### config.mk
export PLATFORM = sky130hd
export DESIGN_NAME = bcd_scan_display
export DESIGN_NICKNAME = d
export VERILOG_FILES = /design/src/rtl/bcd_scan_display.sv
export SDC_FILE = /design/constraint.sdc
export NUM_CORES = 1
export LEC_CHECK = 0
export ABC_AREA = 1
export BUFFER_PORTS_ARGS = -buffer_cell sky130_fd_sc_hd__buf_2
export CORE_MARGIN = 8
export CORE_UTILIZATION = 57
export CTS_BUF_LIST = sky130_fd_sc_hd__clkbuf_16
export CTS_CLUSTER_SIZE = 40
export DETAILED_ROUTE_END_ITERATION = 16
export PLACE_DENSITY = 0.79
export RECOVER_POWER = 100
export SKIP_LAST_GASP = 1
export SYNTH_ARGS = -nofsm -noshare
export SYNTH_HDL_FRONTEND = slang
export SYNTH_SLANG_ARGS = --single-unit
### constraint.sdc
create_clock -name clk_i -period 2.2 [get_ports clk_i]
set_input_delay 0.11 -clock clk_i [delete_from_list [all_inputs] [get_ports clk_i]]
set_output_delay 0.11 -clock clk_i [all_outputs]
set_load 0.05 [all_outputs]
### src/rtl/bcd_scan_display.sv
// Four-digit multiplexed 7-segment driver with a shadow register, leading-zero
// blanking, and a one-cycle blank between digit slots to suppress ghosting.
module bcd_scan_display #(
   parameter int unsigned TICK_DIV = 50000,
   parameter int unsigned PRE_W    = 16
) (
   input  logic        clk_i,
   input  logic        rst_ni,
   input  logic        load_i,
   input  logic [15:0] bcd_in_i,
   input  logic [3:0]  dp_in_i,
   input  logic        blank_lz_i,
   input  logic        enable_i,
   output logic [6:0]  seg_o,
   output logic        dp_o,
   output logic [3:0]  an_o,
   output logic        digit_err_o
);

   localparam logic [PRE_W-1:0] PRE_LAST = PRE_W'(TICK_DIV - 1);

   logic [15:0]      digits_q;
   logic [3:0]       dps_q;
   logic             blz_q;
   logic             err_q, err_d;
   logic [PRE_W-1:0] pre_q, pre_d;
   logic [1:0]       idx_q, idx_d;
   logic [6:0]       seg_q, seg_d;
   logic             dp_q, dp_d;
   logic [3:0]       an_q, an_d;
   logic [3:0]       nib;
   logic             blank;

   function automatic logic [6:0] seg_decode(input logic [3:0] n);
      logic [6:0] s;
      case (n)
         4'd0:    s = 7'b0111111;
         4'd1:    s = 7'b0000110;
         4'd2:    s = 7'b1011011;
         4'd3:    s = 7'b1001111;
         4'd4:    s = 7'b1100110;
         4'd5:    s = 7'b1101101;
         4'd6:    s = 7'b1111101;
         4'd7:    s = 7'b0000111;
         4'd8:    s = 7'b1111111;
         4'd9:    s = 7'b1101111;
         default: s = 7'b1111001;
      endcase
      return s;
   endfunction

   always_comb begin
      pre_d = pre_q;
      idx_d = idx_q;
      if (enable_i) begin
         if (pre_q == PRE_LAST) begin
            pre_d = '0;
            idx_d = idx_q + 2'd1;
         end else begin
            pre_d = pre_q + PRE_W'(1);
         end
      end
   end

   // A digit is blanked only if it and every more significant digit are zero.
   always_comb begin
      nib = digits_q[{idx_q, 2'b00} +: 4];
      case (idx_q)
         2'd3:    blank = blz_q && (digits_q[15:12] == 4'd0);
         2'd2:    blank = blz_q && (digits_q[15:8] == 8'd0);
         2'd1:    blank = blz_q && (digits_q[15:4] == 12'd0);
         default: blank = 1'b0;
      endcase
   end

   always_comb begin
      if (pre_q == '0) begin
         an_d  = 4'b1111;
         seg_d = 7'b0000000;
         dp_d  = 1'b0;
      end else begin
         an_d  = ~(4'b0001 << idx_q);
         seg_d = blank ? 7'b0000000 : seg_decode(nib);
         dp_d  = dps_q[idx_q];
      end
   end

   always_comb begin
      err_d = err_q;
      if (load_i) begin
         err_d = (bcd_in_i[3:0]   > 4'd9) || (bcd_in_i[7:4]   > 4'd9) ||
                 (bcd_in_i[11:8]  > 4'd9) || (bcd_in_i[15:12] > 4'd9);
      end
   end

   always_ff @(posedge clk_i or negedge rst_ni) begin
      if (!rst_ni) begin
         digits_q <= '0;
         dps_q    <= '0;
         blz_q    <= 1'b0;
         err_q    <= 1'b0;
         pre_q    <= '0;
         idx_q    <= '0;
         seg_q    <= '0;
         dp_q     <= 1'b0;
         an_q     <= 4'b1111;
      end else begin
         if (load_i) begin
            digits_q <= bcd_in_i;
            dps_q    <= dp_in_i;
            blz_q    <= blank_lz_i;
         end
         err_q <= err_d;
         pre_q <= pre_d;
         idx_q <= idx_d;
         seg_q <= seg_d;
         dp_q  <= dp_d;
         an_q  <= an_d;
      end
   end

   assign seg_o       = seg_q;
   assign dp_o        = dp_q;
   assign an_o        = an_q;
   assign digit_err_o = err_q;

endmodule

==> results.json <==
{
  "postCtsSetupBuffers": 0,
  "crit_type": "flop to flop",
  "port_buffers": 37,
  "cpMostUsedCell": "nor2_1",
  "drc": 0,
  "nets": 442,
  "power_density_nw_per_um2": 778,
  "grt_pass1_vias": 2338,
  "clock_latency_ns": 0.28,
  "slowest_stage": "dfrtp_1",
  "grt.overflow.total": 0,
  "root_buffer": "clkbuf_16",
  "finalHoldViolations": 0,
  "viasPerCell": 5.22,
  "tns_ns": 0,
  "critPathMaxFanout": 10,
  "cp-start-kind": "flop",
  "critical_path.max_stage_delay_ns": 0.48,
  "antenna_left": 0,
  "syn_area_sq_um": 2830,
  "synth_nets": 401,
  "cp-end-kind": "flop",
  "final_cell_mix": "nand2_1, dfrtp_1, nor2_1, inv_1, o21ai_0",
  "grt_pass1_wl_um": 10600,
  "cts_sinks": 52,
  "hp-class": "input pin to flop",
  "status": "complete, no violations",
  "drv_slew": 0,
  "coreArea_sq_um": 4750,
  "cap_violations": 0,
  "finalSetupViolations": 0,
  "internal_power_mw": 1.74,
  "synth_area_per_cell_sq_um": 7.75,
  "htree_levels": 2,
  "wl_per_cell_um": 12.6,
  "switchingPower_uw": 743,
  "rows": 25,
  "place_ws_ns": 0.396,
  "switching_share_pct": 29.9,
  "max_freq_mhz": 551,
  "syn_inst": 365,
  "ys_types": 33,
  "via_count": 2475,
  "nFillCells": 434,
  "tightest_slew_ns": 1.39,
  "dr.pass1.iters": 5,
  "diodes": 0,
  "dieArea_sq_um": 7470,
  "dp_hpwl_um": 4440,
  "grt_max_degree": 33,
  "irDropWorstVdd_uv": 592,
  "area_delta_synth_final_pct": 12.8,
  "final.period_utilization_pct": 82.5,
  "pwr-share-comb_pct": 19.2,
  "numCtsBuffers": 5,
  "gp_congestion": 0.893,
  "finalWirelength_um": 5990,
  "setup_slack_ns": 0.384,
  "path_clk_slew_ns": 0.06,
  "drive_gt1_share_pct": 12.0,
  "start_util_pct": 59.5,
  "grt_antenna_before_repair": 0,
  "cts_buffer_depth": 2,
  "post_cts_resized": 0,
  "grt_usage_pct": 17.4,
  "crit_path_cell_trace": "inv_2 > a21oi_1 > a32oi_1 > inv_1 > ha_1 > inv_1 > nor2_1 > nor2_1 > nor2_1",
  "drt_iter0_markers": 221,
  "relSlewSlack_pct": 7.27,
  "synth_seq_area_share_pct": 46.2,
  "power_leakage_nw": 1.65,
  "fp.dieW_um": 86.4,
  "rsz0062_at_grt": "no",
  "synth_seq_cells": 52,
  "fin_area_sq_um": 3190,
  "final_common_cell": "nand2_1",
  "die_h_um": 86.4,
  "finClkSkew_ns": 0.00265,
  "ios": 38,
  "cts_tree": "built",
  "required_ns": 2.37,
  "place_area_sq_um": 3080,
  "p_clk_share_pct": 33.9,
  "power_frac_seq_pct": 46.9,
  "yosys_warnings": 0,
  "arrival_ns": 1.99,
  "fin_crit_ns": 1.82
}
## registers in the layout (all words and copies together) (netlist names)
signal and count:
digits_q 16, pre_q 16, seg_o 7, an_o 4
dps_q 4, idx_q 2, blz_q 1, digit_err_o 1
dp_o 1
## timing repair
| item | CTS | global route |
|---|---|---|
| endpoints found under the hold margin | 24 | 0 |
| hold buffers | 1 | 0 |
| setup endpoints to repair | 0 | 0 |
## stage by stage
stage	hold slack, ns	cells	power, mW	utilization (%)
3_3_place_gp	0.142	465	1.66	64.7
3_5_place_dp	0.146	465	1.68	64.7
5_1_grt	0.0351	474	2.61	67.1
6_report	0.0269	474	2.48	67.1
4_1_cts	0.0218	474	2.53	68.4
2_1_floorplan	-0.186	365	1.53	-
## layout make-up
cell class	count	area, sq um	area share (%)
Clock buffer	5	125	3.92
Clock inverter	3	38.8	1.22
Inverter	46	173	5.41
Multi-Input combinational cell	259	1260	39.5
Sequential cell	52	1310	41.0
Tap cell	67	83.8	2.63
Timing Repair Buffer	42	201	6.32
## Yosys cell counts
cell      number  area, sq um
a21oi_1        9         45.0
nor2_2         4         25.0
buf_6          1         11.3
o21bai_1       1         7.51
nand4_1        7         43.8
dfstp_2        4          105
o21a_1         1         7.51
o21ai_0       21          105
nand3_4        1         17.5
and3_1         1         6.26
nand2_1      111          417
nor3b_2        1         12.5
nand2_4        1         11.3
nand3_1       19         95.1
dfrtp_1       48         1200
nand3b_1       1         7.51
nand2_2        2         12.5
nor4_1         1         6.26
nor3_1         4         20.0
o21ai_1        6         30.0
inv_1         42          158
nor2_1        43          161
a32oi_1        1         8.76
clkbuf_1       4         15.0
xor2_1         3         26.3
inv_2          4         15.0
nand3_2        5         50.1
a31oi_1        2         12.5
or2_2          1         6.26
nor2_4         1         11.3
buf_4          3         22.5
nor3_4         1         16.3
ha_1          11          138
## final timing paths
path                              from     endpoint  slack [ns]  cells after the start
min reg2reg                digits_q[1]  digits_q[1]        0.48                      2
max reg2reg                   idx_q[1]     seg_o[3]        0.38                      9
max                           idx_q[1]     seg_o[3]        0.38                      9
min in group asynchronous       rst_ni     pre_q[4]        0.68                      2
min                         dp_in_i[3]     dps_q[3]        0.03                      3
max in group asynchronous       rst_ni     dps_q[0]        0.46                      3
## cells by family (layout without fill, tap and decap cells)
| kind of cell | count (synthesis) | in the layout | share of synthesized area [%] |
|---|---|---|---|
| simple gates | 204 | 204 | 32.5 |
| fa+ha+maj | 11 | 11 | 4.87 |
| flops | 52 | 52 | 46.2 |
| xor+xnor | 3 | 3 | 0.929 |
| buf+inv | 54 | 96 | 7.83 |
| compound gates | 41 | 41 | 7.65 |
## power groups by stage
| stage | registers, mW | clock network, mW | logic, mW |
|---|---|---|---|
| floorplan | 1.24 | 0 | 0.285 |
| global placement | 1.18 | 0 | 0.483 |
| detailed placement | 1.18 | 0 | 0.492 |
| CTS | 1.17 | 0.859 | 0.500 |
| global route | 1.18 | 0.895 | 0.541 |
| finish | 1.16 | 0.842 | 0.477 |
## per-layer routing
metal	vias up	part of all wire [%]	GRT usage, %
met5	-	0	0
met4	0	1.5	6.42
met3	10	8.3	3.78
met2	121	43	26.3
met1	1114	47	23.6
li1	1230	-	-
## worst max-delay path: cells and delay by family (launching register included)
kind / cells / cell delay [ns]
adder cells (fa/ha/maj): 1 / 0.31
AND/OR/NAND/NOR: 3 / 0.19
buffers and inverters: 3 / 0.38
flip-flops: 1 / 0.48
AO/OA/AOI/OAI: 2 / 0.34
Note: power is estimated with default switching activity, not from simulation.
